<file path="config.mk">
export PLATFORM = sky130hd
export DESIGN_NAME = uart_rx
export DESIGN_NICKNAME = d
export VERILOG_FILES = /design/src/rtl/uart_rx.sv
export SDC_FILE = /design/constraint.sdc
export NUM_CORES = 1
export LEC_CHECK = 0
export ABC_AREA = 1
export CORE_ASPECT_RATIO = 2
export CORE_MARGIN = 3
export CORE_UTILIZATION = 47
export DETAILED_ROUTE_END_ITERATION = 16
export MAX_ROUTING_LAYER = met4
export PLACE_DENSITY = 0.7
export RECOVER_POWER = 25
export SKIP_CTS_REPAIR_TIMING = 1
export SYNTH_ARGS = -nofsm -noshare
export SYNTH_HDL_FRONTEND = slang
export SYNTH_SLANG_ARGS = --single-unit
</file>
<file path="constraint.sdc">
create_clock -name clk -period 1.65 [get_ports clk]
set_input_delay 0.33 -clock clk [delete_from_list [all_inputs] [get_ports clk]]
set_output_delay 0.33 -clock clk [all_outputs]
set_load 0.05 [all_outputs]
</file>
<file path="src/rtl/uart_rx.sv">
// UART receiver: oversampled 8N1 (8E1/8O1 with UART_RX_PARITY_EN), 2-of-3 mid-bit vote.
// Byte appears one clk after the stop decision tick; consumer backpressure via rx_ready, overflow drops the new byte.
module uart_rx #(
    parameter int SAMPLE_RATE = 24,
    parameter bit PARITY_ODD  = 1'b0
) (
    input  logic       clk,
    input  logic       rst,
    input  logic       rx_clk_en,
    input  logic       rxd,
    output logic [7:0] rx_data,
    output logic       rx_valid,
    input  logic       rx_ready,
    output logic       frame_err,
    output logic       parity_err,
    output logic       overrun
);

    localparam int CW = $clog2(SAMPLE_RATE);
    localparam logic [CW-1:0] C_LAST  = CW'(SAMPLE_RATE - 1);
    localparam logic [CW-1:0] C_MID_M = CW'(SAMPLE_RATE / 2 - 1);
    localparam logic [CW-1:0] C_MID   = CW'(SAMPLE_RATE / 2);
    localparam logic [CW-1:0] C_MID_P = CW'(SAMPLE_RATE / 2 + 1);

    typedef enum logic [2:0] {
        S_IDLE,
        S_START,
        S_DATA,
`ifdef UART_RX_PARITY_EN
        S_PARITY,
`endif
        S_STOP
    } state_t;

    state_t        r_state;
    logic [CW-1:0] r_cnt;
    logic [2:0]    r_bit;
    logic [1:0]    r_sync;
    logic          r_s0;
    logic          r_s1;
    logic [7:0]    r_shift;
    logic          r_par_bad;
    logic [7:0]    r_data;
    logic          r_valid;
    logic          r_ferr;
    logic          r_perr;
    logic          r_ovr;

    logic w_rxd;
    logic w_last;
    logic w_dec;
    logic w_maj;
    logic w_unused_par;

    assign w_rxd  = r_sync[1];
    assign w_last = (r_cnt == C_LAST);
    assign w_dec  = (r_cnt == C_MID_P);
    assign w_maj  = (r_s0 & r_s1) | (r_s0 & w_rxd) | (r_s1 & w_rxd);

`ifdef UART_RX_PARITY_EN
    assign w_unused_par = 1'b0;
`else
    assign w_unused_par = PARITY_ODD;
`endif

    always_ff @(posedge clk) begin
        if (rst) begin
            r_state   <= S_IDLE;
            r_cnt     <= '0;
            r_bit     <= '0;
            r_sync    <= 2'b11;
            r_s0      <= 1'b1;
            r_s1      <= 1'b1;
            r_shift   <= '0;
            r_par_bad <= 1'b0;
            r_data    <= '0;
            r_valid   <= 1'b0;
            r_ferr    <= 1'b0;
            r_perr    <= 1'b0;
            r_ovr     <= 1'b0;
        end else begin
            r_sync <= {r_sync[0], rxd};
            r_ferr <= 1'b0;
            r_perr <= 1'b0;
            r_ovr  <= 1'b0;
            if (r_valid && rx_ready)
                r_valid <= 1'b0;

            if (rx_clk_en) begin
                if (r_state != S_IDLE)
                    r_cnt <= w_last ? '0 : r_cnt + 1'b1;
                if (r_cnt == C_MID_M)
                    r_s0 <= w_rxd;
                if (r_cnt == C_MID)
                    r_s1 <= w_rxd;

                case (r_state)
                    S_IDLE: begin
                        r_cnt <= '0;
                        if (!w_rxd)
                            r_state <= S_START;
                    end
                    S_START: begin
                        if (w_dec && w_maj) begin
                            r_state <= S_IDLE;
                            r_cnt   <= '0;
                        end else if (w_last) begin
                            r_state <= S_DATA;
                            r_bit   <= '0;
                        end
                    end
                    S_DATA: begin
                        if (w_dec)
                            r_shift <= {w_maj, r_shift[7:1]};
                        if (w_last) begin
                            r_bit <= r_bit + 1'b1;
                            if (r_bit == 3'd7)
`ifdef UART_RX_PARITY_EN
                                r_state <= S_PARITY;
`else
                                r_state <= S_STOP;
`endif
                        end
                    end
`ifdef UART_RX_PARITY_EN
                    S_PARITY: begin
                        if (w_dec)
                            r_par_bad <= ((^r_shift) ^ w_maj) != PARITY_ODD;
                        if (w_last)
                            r_state <= S_STOP;
                    end
`endif
                    S_STOP: begin
                        // Leave mid-bit so a start edge right after the stop bit is not missed
                        if (w_dec) begin
                            r_state <= S_IDLE;
                            r_cnt   <= '0;
                            r_ferr  <= !w_maj;
                            r_perr  <= r_par_bad;
                            if (w_maj && !r_par_bad) begin
                                if (r_valid && !rx_ready) begin
                                    r_ovr <= 1'b1;
                                end else begin
                                    r_data  <= r_shift;
                                    r_valid <= 1'b1;
                                end
                            end
                        end
                    end
                    default: r_state <= S_IDLE;
                endcase
            end
        end
    end

    assign rx_data    = r_data;
    assign rx_valid   = r_valid;
    assign frame_err  = r_ferr;
    assign parity_err = r_perr;
    assign overrun    = r_ovr;

endmodule

</file>
**After elaboration in Yosys (flattened, before gate mapping)**

Cells that the tools add are included.
W data, S select, Z words.

- Equal/unequal tests: 15
- Bitwise gates (word level): 10
- Add/subtract/negate cells: 2
- Reductions and logical operators: 16
- Multiplexer cells: 23

Operators with widths:

| operator | number |
|---|---|
| $mux W3 | 9 |
| $mux W5 | 4 |
| $eq A5 B4 Y1 const B | 3 |
| $pmux W5 S3 | 1 |
| $ne A2 B2 Y1 const B | 6 |
| $pmux W3 S4 | 1 |
| $reduce_and A5 Y1 | 2 |
| $mux W1 | 7 |
| $eq A3 B2 Y1 const B | 2 |
| $pmux W3 S2 | 1 |
| $reduce_and A6 Y1 | 1 |
| $add A5 B1 Y5 const B | 1 |
| $eq A5 B5 Y1 const B | 1 |
| $not A1 Y1 | 5 |
| $reduce_or A5 Y1 | 1 |
| $reduce_and A2 Y1 | 2 |
| $reduce_or A4 Y1 | 1 |
| $add A3 B1 Y3 const B | 1 |
| $and A1 B1 Y1 | 3 |
| $eq A3 B1 Y1 const B | 1 |
| $eq A3 B3 Y1 const B | 1 |
| $logic_and A1 B1 Y1 | 3 |
| $logic_not A3 Y1 | 1 |
| $ne A3 B3 Y1 const B | 1 |
| 5 further kinds | 7 |

- Output and inout port bits: 12
- Flip-flop bits (word level): 34

**Logic depth before layout (Yosys ltp)**

Gate-level depths: netlist (run 1).

- Depth after elaboration: 7
- Depth in mapped cells: 11

**Worst setup path after synthesis (run 1)**

No wires, ideal clock.

- Path type: flip-flop to flip-flop
- Start: reg r_valid, in the netlist rx_valid
- End: reg r_data[0], in the netlist rx_data[0]
- Arrival time: 1.219 ns
- Stages on the path, launching flop included: 8
- Clock period less this slack: 1.335 ns
- Slack: 0.315 ns
- Path buffers: 0
- Data required time: 1.534 ns
- Cell sequence: dfxtp_1 > inv_1 > nor2_1 > inv_1 > nand4_4 > clkinv_2 > nor2_1 > nor2_1

- Cells in the longest elaborated chain, start to end: 3

Ends and longest elaborated chain:

| element | line | RTL |
|---|---|---|
| from (decl) | 44 | `logic r_valid;` |
| from (signal assigned) | 77 | `r_valid <= 1'b0;` |
| from (signal assigned) | 87 | `r_valid <= 1'b0;` |
| from (signal assigned) | 145 | `r_valid <= 1'b1;` |
| $logic_and A1 B1 Y1 | 141 | `if (r_valid && !rx_ready) begin` |
| $not A1 Y1 (no source line) | -- |  |
| $reduce_and A5 Y1 (no source line) | -- |  |
| to (signal assigned) | 144 | `r_data <= r_shift;` |
| to (decl) | 43 | `logic [7:0] r_data;` |

No other way between the ends.
A chain may end at the register's enable or synchronous reset.

**Worst setup path after layout (run 1)**

- Start: reg r_cnt[1]
- End: reg r_data[1], in the netlist rx_data[1]

- Cells in the longest elaborated chain, start to end: 2

Ends and longest elaborated chain:

| element | line | RTL |
|---|---|---|
| from (decl) | 36 | `logic [CW-1:0] r_cnt;` |
| from (signal assigned) | 91 | `r_cnt <= w_last ? '0 : r_cnt + 1'b1;` |
| $eq A5 B4 Y1 | 57 | `assign w_dec = (r_cnt == C_MID_P);` |
| $reduce_and A5 Y1 (no source line) | -- |  |

No other way between the ends.

==> results of run 1 <==
cells by family (layout without fill, tap and decap cells):
kind of cell    after synthesis  count (layout)  share of synthesized area
fa+ha+maj                     6               6                     0.0481
simple gates                111             111                      0.326
buf+inv                      33              64                     0.0946
flops                        33              33                      0.423
compound gates               31              31                     0.0994
other cells                   1               1                    0.00240
xor+xnor                      1               1                    0.00561
worst max path at each step:
| stage | slack (ps) | start | cells past startpoint | end |
|---|---|---|---|---|
| final | 100 | r_cnt[1] | 9 | rx_data[1] |
| after global routing | 4 | r_cnt[1] | 9 | rx_data[0] |
| after CTS | 70 | r_cnt[1] | 9 | rx_data[0] |
| after detailed placement | -8 | rx_clk_en | 7 | r_shift[4] |
| after floorplan | 320 | rx_valid | 7 | rx_data[0] |
| after global placement | 30 | rx_clk_en | 6 | rx_data[3] |
metrics by stage:
| step | std cells | hold slack (ps) | instance area (sq um) | setup TNS, ps | setup WS [ps] |
|---|---|---|---|---|---|
| after floorplan | 216 | 389 | 1560 | 0 | 315 |
| after global placement | 270 | 394 | 1790 | 0 | 30.1 |
| after detailed placement | 270 | 397 | 1790 | -9.30 | -8.22 |
| after CTS | 278 | 412 | 1880 | 0 | 72.4 |
| after global routing | 278 | 422 | 1840 | 0 | 4.21 |
| final | 278 | 410 | 1840 | 0 | 101 |
worst reg2reg max path, cell delays in order, from the launching register on:
cell and delay [ps]:
dfxtp_1 320, inv_1 80, ha_1 190, nand2_1 100, nor2_4 110, nand2_2 70
inv_2 90, nand4_4 120, o21ai_0 300, nor2_1 60
cell type report:
| type | count | area share |
|---|---|---|
| flip-flops and latches | 33 | 0.358 |
| well taps | 31 | 0.0210 |
| clock buffers | 6 | 0.0393 |
| multi-input cells | 150 | 0.408 |
| clock inverters | 2 | 0.00543 |
| repair buffers | 29 | 0.113 |
| inverters | 27 | 0.0556 |
synth_stat cells:
library cell and instances:
buf_6 2, nand3b_1 2, ha_1 6, o21ai_0 19, nor3_1 5, nand4_4 1
a21oi_1 12, nor2_1 41, inv_2 1, dfxtp_1 33, buf_4 2, xor2_1 1
nand2_1 33, nand4_1 6, nand2_2 2, clkbuf_1 2, conb_1 1, or2_2 2
nor2_4 2, inv_1 25, clkinv_2 1, nand3_1 17
state kept, by name, indices dropped and copies added (netlist names):
| name | flops |
|---|---|
| r_bit | 3 |
| overrun | 1 |
| r_s0 | 1 |
| rx_data | 8 |
| r_state | 2 |
| r_cnt | 5 |
| r_sync | 2 |
| r_shift | 8 |
| rx_valid | 1 |
| frame_err | 1 |
| r_s1 | 1 |
per-layer routing:
metal | global-route usage | vias up | wire length (microns)
met2 | 0.343 | 41 | 1840
li1 | - | 750 | -
met5 | - | - | 0
met4 | 0.151 | 0 | 186
met1 | 0.178 | 644 | 1190
met3 | 0.0455 | 15 | 126
where the power goes:
group          internal, W  switching, W
Sequential        0.000802    0.00000371
Clock             0.000292      0.000286
Combinational    0.0000324     0.0000602
==> out/results.ini, run 1 <==
[placed_design]
place_congestion = 0.906
io_buffers = 15
dpl.hpwl_microns = 2670

[layout]
fin_nets = 257
final_core_util = 0.578
register_area_sq_um = 661
final_cell_mix = nor2_1 (41), nand2_1 (33), dfxtp_1 (33), inv_1 (24), o21ai_0 (18)
layout_commonest_cell = nor2_1
area_delta_synth_final_pct = 18.2
diodes = 0
drive_gt1_frac = 0.138
nFillCells = 335
multi_input_area_sq_um = 752

[floorplan]
dieArea_sq_mm = 0.00409
ioPinCount = 17
die_height_microns = 87.5
core_area_sq_mm = 0.00319
die_x_microns = 46.7
start_util = 0.489
num_rows = 29

[timing]
report.final.slew_viol_count = 0
finalClockSkew_ps = 3.38
max_freq_mhz = 646
period_minus_slack_ps = 1550
grt_setup_unrepaired = no
tightest_slew_ps = 612
slew_headroom = 0.593
post-route-period-util = 0.939
finalSetupViolations = 0
finalHoldViolations = 0

[clock_tree]
root_buffer = clkbuf_8
clock_sinks = 33
clock_latency_ps = 280
cts_buffers = 5
cts_buffer_depth = 2
cts_tree = yes
htree_levels = 2
path_clk_slew_ps = 70

[worst_setup_path]
critPathKind = reg2reg
cp.buffers_inverters = 2
critPathTopFamily = simple AND/OR/NAND/NOR gates
crit_fanout = 4
cp-start-kind = flop
worstPathCellList = inv_1, ha_1, nand2_1, nor2_4, nand2_2, inv_2, nand4_4, o21ai_0, nor2_1
max_stage_delay_ps = 320
r2r_cells = 9
critical_path_required_ps = 1820
critPathCaptureType = flop
r2r_slack_ps = 100
slowest_stage = dfxtp_1
arrival_ps = 1720
reg2reg_to = rx_data[1]
r2r-start = r_cnt[1]

[run]
maxCapViolCount = 0

[detailed_routing]
wire_per_inst_microns = 12.0
routed_wl_microns = 3350
viasPerCell = 5.22
via_count = 1450
first_pass_iters = 5
drt_iter0_drc = 31
ant_nets = 0
remaining_drc_errors = 0

[hold_path]
hold-path-cell-count = 1
hp-start = r_sync[0]
holdCritPathClass = reg2reg
hold_end = r_sync[1]

[global_route]
grt_antenna_before_repair = 0
grt_max_degree = 20
grt-ovfl-total = 0
grt_pass1_vias = 1345
grt.total_usage = 0.201
grt_pass1_wl_microns = 5660

[synth]
yosysSeqAreaShare = 0.423
syn-cell-area_sq_mm = 0.00156
ys_warn_count = 0
yosysUniqueCellTypes = 22
syn_nets = 227
synth_top_area_share = 0.423
synth.area.top_cells = dfxtp_1 (42%), nor2_1 (9.9%), nand2_1 (7.9%)
avgSynthCellArea_sq_um = 7.22
synth-seq-cells = 33
yosys.area.top_type = dfxtp_1
synthCells = 216

[outcome]
run_status = finished, final reports clean

[power_and_ir_drop]
total_power_w = 0.00148
p_leak_nw = 0.857
vdd_drop_max_v = 0.000573
power_density_mw_per_mm2 = 800

Power figures use the tool's default switching activity.
==> run 2: changes to the inputs <==
--- a/config.mk
+++ b/config.mk
@@ -6,6 +6,8 @@
 export NUM_CORES = 1
 export LEC_CHECK = 0
 export ABC_AREA = 1
+export ABC_CLOCK_PERIOD_IN_PS = 1650
+export CAP_MARGIN = 40
 export CORE_ASPECT_RATIO = 2
 export CORE_MARGIN = 3
 export CORE_UTILIZATION = 47
==> results of run 2 <==
Same layout as run 1: the final DEF is identical, and so are final timing and power.
